**config.mk**
```make
export PLATFORM = sky130hd
export DESIGN_NAME = unit_test_checker_table
export DESIGN_NICKNAME = d
export VERILOG_FILES = /design/src/rtl/unit_test_checker_pkg.sv /design/src/rtl/unit_test_checker_table.sv
export SDC_FILE = /design/constraint.sdc
export NUM_CORES = 1
export LEC_CHECK = 0
export BUFFER_PORTS_ARGS = -buffer_cell sky130_fd_sc_hd__buf_2
export CAP_MARGIN = 0
export CORE_MARGIN = 1.5
export CORE_UTILIZATION = 35
export DETAILED_ROUTE_END_ITERATION = 12
export PLACE_DENSITY = 0.52
export SYNTH_ARGS = -nofsm -noshare
export SYNTH_HDL_FRONTEND = slang
export SYNTH_SLANG_ARGS = --single-unit
```
**constraint.sdc**
```tcl
create_clock -name clk -period 1.9 [get_ports clk]
set_clock_uncertainty 0.1 [all_clocks]
set_input_delay 0.19 -clock clk [delete_from_list [all_inputs] [get_ports clk]]
set_output_delay 0.19 -clock clk [all_outputs]
set_load 0.02 [all_outputs]
```
**src/rtl/unit_test_checker_pkg.sv**
```systemverilog
`default_nettype none
// ============================================================================
// Module      : unit_test_checker_pkg
// Description : Shared state encodings, constants and default parameter
//               values for the unit test checker.
// Revision    : 1.0 - initial release
// ============================================================================
package unit_test_checker_pkg;

    localparam int DEFAULT_DATA_W    = 32;
    localparam int DEFAULT_EXP_COUNT = 4;
    localparam int DEFAULT_TIMEOUT   = 16;

    // Reported as first_bad_index when every sample matched.
    localparam logic [3:0] NO_BAD_INDEX = 4'hF;

    typedef enum logic [7:0] {
        IDLE = 8'd0,
        RUN  = 8'd1,
        DONE = 8'd2
    } state_t;

    // Mismatch counter increment that sticks at the top of its range.
    function automatic logic [7:0] sat_inc8(input logic [7:0] v);
        return (v == 8'hFF) ? v : v + 8'd1;
    endfunction

endpackage
`default_nettype wire

```
**src/rtl/unit_test_checker_table.sv**
```systemverilog
`default_nettype none
// ============================================================================
// Module      : unit_test_checker_table
// Description : Expected-value table. One write port, combinational read,
//               contents cleared by the asynchronous active-low reset.
//               Writes to entries at or beyond DEPTH are dropped.
// Revision    : 1.0 - initial release
// ============================================================================
module unit_test_checker_table
    import unit_test_checker_pkg::*;
#(
    parameter int DATA_W = DEFAULT_DATA_W,
    parameter int DEPTH  = DEFAULT_EXP_COUNT
) (
    input  logic              clk,
    input  logic              reset,
    input  logic              we,
    input  logic [3:0]        waddr,
    input  logic [DATA_W-1:0] wdata,
    input  logic [3:0]        raddr,
    output logic [DATA_W-1:0] rdata
);

    logic [DATA_W-1:0] r_mem [DEPTH];

    // Storage: address decode by comparison so out-of-range writes hit nothing.
    always_ff @(posedge clk or negedge reset) begin
        if (!reset) begin
            for (int i = 0; i < DEPTH; i++) begin
                r_mem[i] <= '0;
            end
        end else if (we) begin
            for (int i = 0; i < DEPTH; i++) begin
                if (waddr == 4'(i)) begin
                    r_mem[i] <= wdata;
                end
            end
        end
    end

    // Combinational read; an index past the table reads as zero.
    always_comb begin
        rdata = '0;
        for (int i = 0; i < DEPTH; i++) begin
            if (raddr == 4'(i)) begin
                rdata = r_mem[i];
            end
        end
    end

endmodule
`default_nettype wire

```
* After elaboration in Yosys (flattened, before gate mapping) *
Index checks and enable logic that the tools add are counted.

storage, ports and cells
  register bits after elaboration = 128
  bits of input ports = 43
  output and inout port bits = 32

cells by class
  eq/ne operators = 6
  mux-type cells = 4
  reduce and logical (&&, ||, !) cells = 6

operator list
  kind                                            count
  2-to-1 mux 32 bit                               4
  == test 4 x 2 -> 1 bit (second input constant)  4
  == test 4 x 1 -> 1 bit (second input constant)  2
  zero test 4 bit                                 2
  AND reduction 2 bit                             4

* Logic depth before layout (Yosys ltp) *
  depth in word-level cells = 5
  mapped depth = 5
  mapped depth without buffers = 3

* Worst setup path after synthesis *
No wires, ideal clock.

  path kind = input to output
  start point = input raddr[0]
  end point = output rdata[10]
  data arrival time = 1.422 ns
  required time = 1.610 ns
  path slack = 0.188 ns
  stages on the path = 4
  path through = clkbuf_1 -> buf_2 -> mux4_2 -> nor2b_1

on the way
  longest elaborated chain between the ends = 5
  elaborated cells on any way between the ends = 8
  those cells by class = eq/ne (3); mux (4); reduce/logical (1)

RTL lines
  what                            RTL line                       text
  start: declaration              unit_test_checker_table.sv:20  input logic [3:0] raddr,
  zero test 4 bit                 unit_test_checker_table.sv:45  if (raddr == 4'(i)) begin
  2-to-1 mux 32 bit (3 in a row)  unit_test_checker_table.sv:45
  2-to-1 mux 32 bit *             unit_test_checker_table.sv:45
  end: declaration                unit_test_checker_table.sv:21  output logic [DATA_W-1:0] rdata

Every way passes the cells marked *; elsewhere a longest branch is shown, timed or not.

* Final worst setup path *
  start point = register r_mem[0] in the netlist's numbering
  end point = output rdata[0]

on the way
  longest elaborated chain between the ends = 1

RTL lines
  what                              RTL line                       text
  start: declaration                unit_test_checker_table.sv:24  logic [DATA_W-1:0] r_mem [DEPTH];
  start signal: indexed assignment  unit_test_checker_table.sv:35  r_mem[i] <= wdata;
  2-to-1 mux 32 bit                 unit_test_checker_table.sv:45

Every way passes these cells.

==> run_results.csv <==
group,metric,value,unit
detailed_routing,drc,0,
global_route,busiest_layer,"met2",
detailed_routing,vias_per_cell,4.82,
sta,setup_violations,0,
critical_path,cp-start-kind,"flip-flop",
layout,largest_reg_flops,128,
detailed_routing,drt_pass1_iterations,4,
logic_synthesis,synthDistinctLibCells,15,
logic_synthesis,yosysSeqAreaShare,0.545,
global_route,grt_pass1_vias,3791,
global_route,grt_util_met3,0.0375,
logic_synthesis,synth-seq-cells,128,
layout,fillerInstances,1455,
sta,fin_crit_sh,0.995,
layout,nNetsFinal,520,
layout,layout_commonest_cell,"dfrtp_1",
clock_tree,cts_sinks,128,
layout,regMostFlops,"r_mem",
placement,portBuffers,74,
layout,layout.cells.non_filler,708,
sta,hold_slack,0.196,ns
logic_synthesis,syn-cell-area,0.00588,mm^2
global_route,grt_max_degree,53,
detailed_routing,drt-wirelength-per-cell,18.2,um
global_route,grt-ovfl-total,0,
detailed_routing,ant_nets,0,
layout,antennaDiodeCount,0,
logic_synthesis,syn_inst,350,
power_and_ir_drop,p_leak,0.00353,uW
logic_synthesis,synth_xor_area_frac,0,
critical_path,crit_fanout,2,
worst_hold_path,hold_class,"in -> async",
sta,maxSlewViolCount,0,
logic_synthesis,ys.warnings.count,0,
global_route,grt_pass1_wl,21100,um
layout,syn2layout_area_growth,32.6,%
job,drv_cap,0,
detailed_routing,via_count,3416,
logic_synthesis,yosys.area_share.adder,0,
sta,worstMarginPinSlew,0.819,ns
logic_synthesis,synth_top_family_by_area,"multiplexers",
die,die_w,133,um
clock_tree,cts_buffer_depth,2,
clock_tree,insertion_delay,0.41,ns
clock_tree,cts_root_buf,"clkbuf_16",
detailed_routing,wl,12900,um
power_and_ir_drop,powerDensity,1110,mW/mm^2
placement,dp.cells,636,
global_route,grt_use_met2,0.257,
layout,reg_top3,"r_mem (128)",
sta,hold_violations,0,
die,core,0.0165,mm^2
clock_tree,ctsHtreeMaxLevel,4,
clock_tree,path_clk_slew,0.06,ns
global_route,grt_usage,0.159,
sta,fmax,529,MHz
logic_synthesis,synth_mux_area_frac,0.387,
clock_tree,cts_inserted_buffers,17,
die,start_util,0.357,
layout,layout_common_cells,"128 x dfrtp_1, 96 x mux2_2, 57 x buf_2, 33 x dlygate4sd3_1, 32 x mux4_2",
global_route,use_met1,0.209,
clock_tree,cts_tree,"built",
die,core.rowCount,47,
critical_path,critPathKind,"reg -> out",
logic_synthesis,syn_area_per_cell,16.8,um^2
logic_synthesis,synth_compound_area_frac,0,
global_route,antenna_found_initial,0,
sta,rsz0062_at_grt,"true",
critical_path,crit_path_end_kind,"output port",
critical_path,crit_required,1.61,ns
sta,maxSlewHeadroom,0.454,
outcome,status,"complete, no violations",
placement,gp_congestion,0.665,
logic_synthesis,syn-num-nets,393,
power_and_ir_drop,max-vdd-ir-drop,0.727,mV
die,die-area,0.0176,mm^2
detailed_routing,drt_iter0_drc,73,
die,fp.dieH,133,um
layout,drive_gt1_frac,0.625,
die,io_pins,75,
logic_synthesis,yosys.area_share.simple,0.0458,
placement,dp_hpwl,7630,um
sta,fin_crit,1.89,ns
critical_path,critPathArrivalTime,1.60,ns
## cells in the mapped netlist
master,instances,area (um^2)
nor4_2,1,12.5
mux2_2,96,1080
mux4_2,32,721
nand4bb_1,1,11.3
nor4b_2,1,15.0
nor2b_1,32,200
clkbuf_1,8,30.0
nand2b_4,1,13.8
dfrtp_1,128,3200
buf_2,13,65.1
mux2_4,30,450
or2_2,1,6.26
mux2_1,2,22.5
buf_6,3,33.8
or4b_1,1,10.0
## final cells by class
type | count | area (um^2) | share of cell area
Timing Repair Buffer | 132 | 1090 | 0.140
Sequential cell | 128 | 3200 | 0.411
Clock buffer | 26 | 529 | 0.0679
Clock inverter | 4 | 72.6 | 0.00931
Multi-Input combinational cell | 198 | 2630 | 0.337
Tap cell | 220 | 275 | 0.0353
## through the flow
| step | setup slack, ns | total power (uW) | TNS (ns) | area, um^2 | utilization |
|---|---|---|---|---|---|
| after CTS | -0.00588 | 8610 | -0.0199 | 7620 | 0.463 |
| after global routing | -0.0348 | 9050 | -0.354 | 7790 | 0.473 |
| final | 0.00942 | 8640 | 0 | 7790 | 0.473 |
| after floorplan | 0.188 | 4760 | 0 | 5880 | - |
| after detailed placement | 0.0315 | 5230 | 0 | 6640 | 0.403 |
| after global placement | 0.0339 | 5150 | 0 | 6640 | 0.403 |
## critical path: stages (launching register included)
cell,delay [ns]
dfrtp_1,0.37
mux4_2,0.47
nor2b_2,0.18
buf_6,0.17
## metal layers
layer  share of wire  vias up
li1                -     1544
met1            0.46     1806
met2            0.50       54
met3           0.030       12
met4           0.013        0
met5               0        -
## worst paths after layout
| kind | startpoint | to | slack [ns] | cells after the start |
|---|---|---|---|---|
| max | r_mem[0] | rdata[0] | 0.009 | 3 |
| min | reset | r_mem[118] | 0.20 | 2 |
| max reg2reg | r_mem[63] | r_mem[63] | 0.91 | 2 |
| min reg2reg | r_mem[117] | r_mem[117] | 0.40 | 1 |
| max in group asynchronous | reset | r_mem[6] | 0.86 | 3 |
| min in group clk | r_mem[117] | r_mem[117] | 0.40 | 1 |
## report_power, final
group | switching [uW] | internal [uW] | total, uW
clock network | 1120 | 2160 | 3280
registers | 313 | 3360 | 3680
logic | 532 | 1150 | 1680
## cells by family after synthesis
group	after synthesis
muxes	160
DFF	128
and+or+nand+nor	38
buffers and inverters	24
## repair_timing
action                                  in CTS  in global routing
hold endpoints to repair                   177                  0
buffers inserted                             1                  8
gates resized for setup                     14                 35
endpoints found under the setup margin       5                 19
hold buffers                                33                  0
No activity file was read; power rests on OpenSTA's default activity.
